File: src/rtl/regfile_param_if.sv
// Bus bundle for regfile_param: one byte-enabled write port, two registered read ports
// and the clear-sweep busy flag.
interface regfile_param_if #(
    parameter int DATA_WIDTH = 32,
    parameter int ADDR_WIDTH = 5
) ();
    logic                    we;
    logic [ADDR_WIDTH-1:0]   wr_addr;
    logic [DATA_WIDTH-1:0]   wr_data;
    logic [DATA_WIDTH/8-1:0] wr_be;
    logic [ADDR_WIDTH-1:0]   rd_addr_1;
    logic [ADDR_WIDTH-1:0]   rd_addr_2;
    logic [DATA_WIDTH-1:0]   rd_data_1;
    logic [DATA_WIDTH-1:0]   rd_data_2;
    logic                    init_busy;

    modport master (
        output we, wr_addr, wr_data, wr_be, rd_addr_1, rd_addr_2,
        input  rd_data_1, rd_data_2, init_busy
    );

    modport slave (
        input  we, wr_addr, wr_data, wr_be, rd_addr_1, rd_addr_2,
        output rd_data_1, rd_data_2, init_busy
    );
endinterface

File: src/rtl/regfile_param.sv
// Parametrised register file: byte-enabled write, two registered read ports with
// optional write-first bypass, optional hardwired-zero entry 0, clear sweep after reset.
module regfile_param #(
    parameter int DATA_WIDTH = 32,
    parameter int ADDR_WIDTH = 5,
    parameter bit ZERO_REG0  = 1'b1,
    parameter bit BYPASS_EN  = 1'b1
) (
    input  logic           clk,
    input  logic           rst,
    regfile_param_if.slave bus
);
    localparam int          DEPTH  = 2 ** ADDR_WIDTH;
    localparam int unsigned NBYTES = DATA_WIDTH / 8;

    typedef enum logic {
        ST_CLEAR,
        ST_RUN
    } state_t;

    state_t                r_state;
    state_t                w_state_nxt;
    logic [ADDR_WIDTH-1:0] r_ptr;
    logic [DATA_WIDTH-1:0] r_mem [DEPTH];
    logic [DATA_WIDTH-1:0] r_rd_data_1;
    logic [DATA_WIDTH-1:0] r_rd_data_2;
    logic [DATA_WIDTH-1:0] w_rd_nxt_1;
    logic [DATA_WIDTH-1:0] w_rd_nxt_2;
    logic [DATA_WIDTH-1:0] w_old;
    logic [DATA_WIDTH-1:0] w_merged;
    logic                  w_wr_en;

    always_ff @(posedge clk) begin
        if (rst) begin
            r_state <= ST_CLEAR;
        end else begin
            r_state <= w_state_nxt;
        end
    end

    always_comb begin
        w_state_nxt = r_state;
        w_wr_en     = 1'b0;
        case (r_state)
            ST_CLEAR: begin
                if (r_ptr == '1) begin
                    w_state_nxt = ST_RUN;
                end
            end
            ST_RUN: begin
                w_wr_en = bus.we && !(ZERO_REG0 && (bus.wr_addr == '0));
            end
            default: begin
                w_state_nxt = ST_CLEAR;
            end
        endcase
    end

    // Byte-wise merge of the write data over the current entry; feeds both the
    // array write and the bypass path so the two always agree.
    always_comb begin
        w_old    = r_mem[bus.wr_addr];
        w_merged = w_old;
        for (int unsigned i = 0; i < NBYTES; i++) begin
            if (bus.wr_be[i]) begin
                w_merged[8*i +: 8] = bus.wr_data[8*i +: 8];
            end
        end
    end

    always_comb begin
        w_rd_nxt_1 = r_mem[bus.rd_addr_1];
        w_rd_nxt_2 = r_mem[bus.rd_addr_2];
        if (BYPASS_EN && w_wr_en && (bus.rd_addr_1 == bus.wr_addr)) begin
            w_rd_nxt_1 = w_merged;
        end
        if (BYPASS_EN && w_wr_en && (bus.rd_addr_2 == bus.wr_addr)) begin
            w_rd_nxt_2 = w_merged;
        end
        if (ZERO_REG0 && (bus.rd_addr_1 == '0)) begin
            w_rd_nxt_1 = '0;
        end
        if (ZERO_REG0 && (bus.rd_addr_2 == '0)) begin
            w_rd_nxt_2 = '0;
        end
    end

    always_ff @(posedge clk) begin
        if (rst) begin
            r_ptr       <= '0;
            r_rd_data_1 <= '0;
            r_rd_data_2 <= '0;
        end else if (r_state == ST_CLEAR) begin
            r_mem[r_ptr] <= '0;
            r_ptr        <= r_ptr + 1'b1;
            r_rd_data_1  <= '0;
            r_rd_data_2  <= '0;
        end else begin
            if (w_wr_en) begin
                r_mem[bus.wr_addr] <= w_merged;
            end
            r_rd_data_1 <= w_rd_nxt_1;
            r_rd_data_2 <= w_rd_nxt_2;
        end
    end

    assign bus.rd_data_1 = r_rd_data_1;
    assign bus.rd_data_2 = r_rd_data_2;
    assign bus.init_busy = (r_state == ST_CLEAR);
endmodule

File: src/flat_wrapper.sv
// flat-port wrapper written by rule: the top's interface ports become plain ports
module regfile_param_flat 
#(
    parameter int DATA_WIDTH = 32,
    parameter int ADDR_WIDTH = 5,
    parameter bit ZERO_REG0  = 1'b1,
    parameter bit BYPASS_EN  = 1'b1
)
  (clk, rst, bus_we, bus_wr_addr, bus_wr_data, bus_wr_be, bus_rd_addr_1, bus_rd_addr_2, bus_rd_data_1, bus_rd_data_2, bus_init_busy);
  regfile_param_if #(.DATA_WIDTH(DATA_WIDTH), .ADDR_WIDTH(ADDR_WIDTH)) bus_i ();
  input  logic clk;
  input  logic rst;
  input wire logic [$bits(bus_i.we)-1:0] bus_we;
  input wire logic [$bits(bus_i.wr_addr)-1:0] bus_wr_addr;
  input wire logic [$bits(bus_i.wr_data)-1:0] bus_wr_data;
  input wire logic [$bits(bus_i.wr_be)-1:0] bus_wr_be;
  input wire logic [$bits(bus_i.rd_addr_1)-1:0] bus_rd_addr_1;
  input wire logic [$bits(bus_i.rd_addr_2)-1:0] bus_rd_addr_2;
  output wire logic [$bits(bus_i.rd_data_1)-1:0] bus_rd_data_1;
  output wire logic [$bits(bus_i.rd_data_2)-1:0] bus_rd_data_2;
  output wire logic [$bits(bus_i.init_busy)-1:0] bus_init_busy;
  assign bus_i.we = bus_we;
  assign bus_i.wr_addr = bus_wr_addr;
  assign bus_i.wr_data = bus_wr_data;
  assign bus_i.wr_be = bus_wr_be;
  assign bus_i.rd_addr_1 = bus_rd_addr_1;
  assign bus_i.rd_addr_2 = bus_rd_addr_2;
  assign bus_rd_data_1 = bus_i.rd_data_1;
  assign bus_rd_data_2 = bus_i.rd_data_2;
  assign bus_init_busy = bus_i.init_busy;
  regfile_param #(.DATA_WIDTH(DATA_WIDTH), .ADDR_WIDTH(ADDR_WIDTH), .ZERO_REG0(ZERO_REG0), .BYPASS_EN(BYPASS_EN)) u_core (.clk(clk), .rst(rst), .bus(bus_i));
endmodule
File: config.mk
export PLATFORM = sky130hd
export DESIGN_NAME = regfile_param_flat
export DESIGN_NICKNAME = d
export VERILOG_FILES = /design/src/rtl/regfile_param_if.sv /design/src/rtl/regfile_param.sv /design/src/flat_wrapper.sv
export SDC_FILE = /design/constraint.sdc
export NUM_CORES = 2
export LEC_CHECK = 0
export CAP_MARGIN = 20
export CELL_PAD_IN_SITES_DETAIL_PLACEMENT = 1
export CELL_PAD_IN_SITES_GLOBAL_PLACEMENT = 1
export CORE_ASPECT_RATIO = 1.4
export CORE_MARGIN = 2
export CORE_UTILIZATION = 35
export CTS_CLUSTER_DIAMETER = 120
export DETAILED_ROUTE_END_ITERATION = 16
export PLACE_DENSITY = 0.67
export SKIP_LAST_GASP = 1
export SYNTH_ARGS = -nofsm -noshare
export SYNTH_HDL_FRONTEND = slang
export SYNTH_SLANG_ARGS = --single-unit
File: constraint.sdc
create_clock -name clk -period 10.2 [get_ports clk]
set_input_delay 1.02 -clock clk [delete_from_list [all_inputs] [get_ports clk]]
set_output_delay 1.02 -clock clk [all_outputs]
set_load 0.01 [all_outputs]
---- Yosys cells after proc, flatten, opt, wreduce, memory -nomap -nowiden ----
Memory sizes are Yosys's and may differ from the RTL's. A register that Yosys moved wholly into a read port is not among the register bits.
Cells that the tools add are included.
word-level totals
  register bits ........................... 6
  bits in writable memories ............... 1024
  input bits .............................. 54
  output and inout port bits .............. 65
  logic and storage cells ................. 31
  memories ................................ 1
cells by class
  add/sub/neg operators ................... 1
  eq/ne operators ......................... 1
  multiplexer cells ....................... 17
  bitwise gates (word level) .............. 1
  reductions and logical operators ........ 8
memories
  name          depth  bits a word  rd ports  clocked after memory_dff  wr ports  line                 text
  u_core.r_mem  32     32           3         2                         1         regfile_param.sv:24  logic [DATA_WIDTH-1:0] r_mem [DEPTH];
operator list
  operator                                     count
  2-to-1 mux 32 bit                            1
  2-to-1 mux 8 bit                             4
  OR reduction 32 bit                          1
  zero test 5 bit                              3
  2-to-1 mux 1 bit                             11
  OR reduction 3 bit                           2
  adder 5 x 1 -> 5 bit, second input constant  1
  == test 5 bit, second input constant         1
  2-to-1 mux 5 bit                             1
  logical AND 1 bit                            1
  zero test 1 bit                              1
  NOT 1 bit                                    1

---- Depth between registers and ports, before layout ----
  depth in word-level cells ............... 10
  gate-level depth with buffers ........... 11
  depth with buffers taken out ............ 7

---- Worst setup path before layout ----
OpenSTA, ideal clock, no wires.
  path type ............................... input to register
  start point ............................. input port bus_wr_addr[0]
  end point ............................... memory u_core.r_mem[10][0], enable pin
  library setup time ...................... 0.421 ns
  data arrival time ....................... 3.937 ns
  data required time ...................... 9.779 ns
  setup slack ............................. 5.842 ns
  stages on the path ...................... 9
  buffers on the path ..................... 3
  path through ............................ or3_1 -> buf_2 -> o21ai_4 -> buf_2 -> buf_2 -> nand2_1 -> o2bb2ai_1 -> nand2_1 -> nor2_1
on the way
  word-level cells in the longest chain between the ends .. 10
  elaborated cells on any way between the ends .. 11
  classes of those cells .................. 7 x mux; 4 x reduce/logical
ends and longest elaborated chain
  element                                                                       line                  text
  from (decl)                                                                   flat_wrapper.sv:14    input wire logic [$bits(bus_i.wr_addr)-1:0] bus_wr_addr;
  zero test 5 bit                                                               regfile_param.sv:51   w_wr_en = bus.we && !(ZERO_REG0 && (bus.wr_addr == '0));
  zero test 1 bit                                                               regfile_param.sv:51
  logical AND 1 bit                                                             regfile_param.sv:51
  2-to-1 mux 1 bit                                                              regfile_param.sv:44   case (r_state)
  2-to-1 mux 1 bit                                                              regfile_param.sv:99   if (w_wr_en) begin
  2-to-1 mux 1 bit                                                              regfile_param.sv:93   end else if (r_state == ST_CLEAR) begin
  2-to-1 mux 1 bit                                                              regfile_param.sv:89   if (rst) begin
  2-to-1 mux 1 bit (not written as such)                                        regfile_param.sv:100  r_mem[bus.wr_addr] <= w_merged;
  OR reduction 32 bit (no source line)                                          n/a
  2-to-1 mux 5 bit (no source line) / 2-to-1 mux 1 bit (equally long branches)  n/a
  to (decl)                                                                     regfile_param.sv:24
Parallel ways exist; a longest one is shown, timed or not.

---- Worst setup path in the final report ----
  start point ............................. input port bus_wr_addr[0]
  end point ............................... memory u_core.r_mem[7][18] (data pin)
on the way
  word-level cells in the longest chain between the ends .. 10
  elaborated cells on any way between the ends .. 12
  classes of those cells .................. 7 x mux; 4 x reduce/logical; 1 x memory
ends and longest elaborated chain
  element                                 line
  zero test 5 bit                         regfile_param.sv:51
  zero test 1 bit                         regfile_param.sv:51
  logical AND 1 bit                       regfile_param.sv:51
  2-to-1 mux 1 bit                        regfile_param.sv:44
  2-to-1 mux 1 bit                        regfile_param.sv:99
  2-to-1 mux 1 bit                        regfile_param.sv:93
  2-to-1 mux 1 bit                        regfile_param.sv:89
  2-to-1 mux 1 bit (not written as such)  regfile_param.sv:100
  OR reduction 32 bit (no source line)    n/a
  2-to-1 mux 32 bit (no source line) *    n/a
Every way passes the cells marked *; elsewhere a longest branch is shown, timed or not.

==> impl_metrics.yaml <==
synthesis:
  synth.net_count: 3325
  syn_area_per_cell_sq_um: 17.97
  synthCells: 3269
  synth_edf_count: 1024
  synthFlopType: "edfxtp_1"
  synth.distinct_cells: 69
  synth_seq_cells: 1094
  synth_area_sq_um: 58740
  synth-seq-area-share_pct: 54.74
  async_reset_ff_share_pct: 0
  ys.warnings.count: 0
drt:
  drcViolationCount: 0
  vias_per_cell: 6.744
  drt_iter0_drc: 4527
  routedWlPerCell_microns: 40.50
  route.vias.total: 37900
  ant_nets: 0
  dr.pass1.iters: 6
  postRouteWirelength_microns: 227600
critical_path:
  arrival_ns: 5.87
  rrSetupSlack_ns: 5.88
  regToRegStartpoint: "u_core.r_state"
  end_kind: "flip-flop"
  start_kind: "input pin"
  required_ns: 10.49
  crit_start: "bus_wr_addr[0]"
  reg2regPathDepth: 9
  crit_type: "in2reg"
  cp_max_fo: 60
  worst_r2r_endpoint: "u_core.bus.rd_data_2[17]"
status:
  status: "completed"
pwr:
  peakVddDrop_uv: 144.8
  internal_power_mw: 7.637
  comb_power_share_pct: 8.9
  power.density_nw_per_um2: 152.2
  pwr-share-clk_pct: 42.5
  p_seq_share_pct: 48.6
  power.switching_mw: 2.401
  p_leak_nw: 22.66
  power_switching_share_pct: 23.91
clock_tree:
  clk_pin_slew_ns: 0.07
  numCtsBuffers: 105
  clock_latency_ns: 0.75
  postCtsSetupRepairBufs: 0
  cts_max_path_buffers: 3
  cts-root-buf: "clkbuf_16"
  cts_tree: "yes"
  ctsHtreeMaxLevel: 3
  cts.sinks: 1094
  cts_resized: 0
  cts_hold_buf: 0
place:
  numPortBuffers: 118
  placed_cells: 5419
  gp_congestion: 0.8208
  post-place-ws_ns: 3.805
  dp_hpwl_microns: 126500
global_routing:
  grt-busiest-layer: "met2"
  grt_pass1_wl_microns: 313600
  grtUsageTotal_pct: 26.35
  overflow: 0
  grt_antenna_before_repair: 6
  grt_pass1_vias: 39420
  use_met2_pct: 43.02
  grtUsageMet3_pct: 5.051
  use_met1_pct: 33.09
  grt_max_degree: 131
sta:
  setup_violations: 0
  rsz0062_at_grt: "no"
  timing.final.crit_period_ns: 5.581
  hold_slack_ns: 0.6308
  finalClockSkew_ns: 0.03728
  slew_violations: 0
  finalCritPeriodShare_pct: 54.72
  clock.fmax_mhz: 179.2
  fin_setup_tns_ns: 0
  relSlewSlack_pct: 19.51
  fin_ws_ns: 4.619
  worstMarginPinSlew_ns: 1.207
  hold_viol_final: 0
hold_path:
  holdCritStartpoint: "u_core.r_ptr[1]"
  holdPathStages: 2
  hold_path_class: "reg2reg"
  whs_endpoint: "u_core.r_ptr[1]"
final_layout:
  layout-drive-gt1-share_pct: 33.19
  area_delta_synth_final_pct: 12.27
  layout.nets: 3345
  fillers: 16290
  fin_cells: 5620
floorplan:
  dieHeight_microns: 488.7
  dieArea_sq_um: 171200
  initial_core_util_pct: 35.27
  rows: 177
  io_pins: 119
  die_w_microns: 350.2
  core_area_sq_um: 166500
run:
  maxCapViolCount: 0
-- cells in the mapped netlist (11+ instances only) --
| library cell | n | area [sq um] |
|---|---|---|
| edfxtp_1 | 1024 | 30750 |
| dfxtp_1 | 70 | 1401 |
| nor2b_1 | 12 | 75.07 |
| buf_2 | 96 | 480.5 |
| a211o_1 | 11 | 96.34 |
| inv_1 | 58 | 217.7 |
| mux4_2 | 710 | 15990 |
| buf_6 | 31 | 349.1 |
| buf_4 | 31 | 232.7 |
| a22oi_1 | 24 | 180.2 |
| buf_1 | 40 | 150.1 |
| mux2i_1 | 376 | 3764 |
| a2111oi_0 | 27 | 236.5 |
| nand2_1 | 73 | 274.0 |
| a21oi_1 | 63 | 315.3 |
| o22ai_1 | 145 | 907.1 |
| a211oi_2 | 20 | 250.2 |
| clkbuf_1 | 103 | 386.6 |
| mux2_2 | 39 | 439.2 |
| o211ai_1 | 24 | 180.2 |
| nor2_1 | 69 | 259.0 |
| a211oi_1 | 111 | 833.3 |
-- registers in the layout, summed over array words and instances (netlist names) --
| signal | cells |
|---|---|
| u_core.bus.rd_data_1 | 32 |
| u_core.r_ptr | 5 |
| u_core.r_state | 1 |
| u_core.bus.rd_data_2 | 32 |
| u_core.r_mem | 1024 |
-- power groups by stage --
| stage | combinational (mW) | sequential [mW] | clock [mW] |
|---|---|---|---|
| after floorplan | 0.582 | 4.97 | 0 |
| after global placement | 0.878 | 4.97 | 0 |
| after detailed placement | 0.880 | 4.98 | 0 |
| after CTS | 0.883 | 4.88 | 4.29 |
| after global routing | 0.916 | 4.88 | 4.43 |
| final | 0.891 | 4.88 | 4.27 |
-- placed cells by master (no fill, tap or decap), types with 7 or more instances in the layout --
cell / n
o211ai_1: 24
inv_1: 58
clkinv_1: 8
nor2_4: 33
inv_6: 7
xor2_1: 7
dfxtp_1: 70
a2111oi_0: 27
o22ai_1: 145
a22oi_1: 24
a211o_1: 11
bufinv_16: 16
clkinv_2: 13
o21ai_0: 7
a211oi_1: 111
clkdlybuf4s50_1: 105
mux2i_1: 376
mux2_2: 39
a21oi_1: 63
clkinvlp_4: 12
nand2_1: 70
buf_4: 97
mux4_2: 710
clkbuf_8: 15
clkbuf_16: 106
a211oi_2: 20
edfxtp_1: 1024
nor2b_1: 10
nor2_1: 37
clkbuf_1: 19
-- cell families after synthesis --
logic type,after synthesis,share of synthesized area [%]
mux,1127,34.47
flops,1094,54.74
compound gates,468,5.798
buf+inv,365,3.189
simple gates,203,1.615
xor+xnor,10,0.1491
fa+ha+maj,2,0.04260
-- worst max-delay path by stage --
stage | endpoint | slack [ns] | cells past startpoint
final | u_core.r_mem[7][18] | 4.62 | 9
after floorplan | u_core.r_mem[10][0] | 5.84 | 9
after global routing | u_core.r_mem[1][18] | 4.42 | 9
after CTS | u_core.r_mem[7][18] | 4.55 | 9
after detailed placement | u_core.r_mem[7][18] | 3.80 | 9
after global placement | u_core.r_mem[4][18] | 3.94 | 9
-- critical path, stage by stage --
cell and delay, ns:
buf_8 0.49, buf_4 0.64, buf_4 0.83, buf_4 0.81, mux4_2 0.59, a211oi_1 0.58
a21oi_1 0.18, nand2_1 0.16, inv_1 0.42
-- per-stage QoR --
stage | area, sq um | power, mW | utilization, %
4_1_cts | 65940 | 10.05 | 39.59
5_1_grt | 65940 | 10.23 | 39.59
6_report | 65940 | 10.04 | 39.60
2_1_floorplan | 58740 | 5.551 | -
3_5_place_dp | 62230 | 5.856 | 37.37
3_3_place_gp | 62230 | 5.851 | 37.37
-- cell type report --
cell class              instances  area (sq um)  area share, %
flip-flops and latches       1094         32150          48.76
repair buffers                217          1989          3.017
clock buffers                 139          2917          4.423
multi-input cells            1810         25060          38.01
clock inverters                60         785.8          1.192
diodes                          2         5.005       0.007590
well taps                    2237          2799          4.245
inverters                      61         234.0         0.3548
-- layer usage --
| metal | routed length [microns] | vias up |
|---|---|---|
| li1 | - | 14190 |
| met5 | 37 | - |
| met1 | 83000 | 20620 |
| met4 | 13840 | 4 |
| met3 | 21230 | 615 |
| met2 | 109500 | 2469 |
Note: power is estimated with default switching activity, not from simulation.
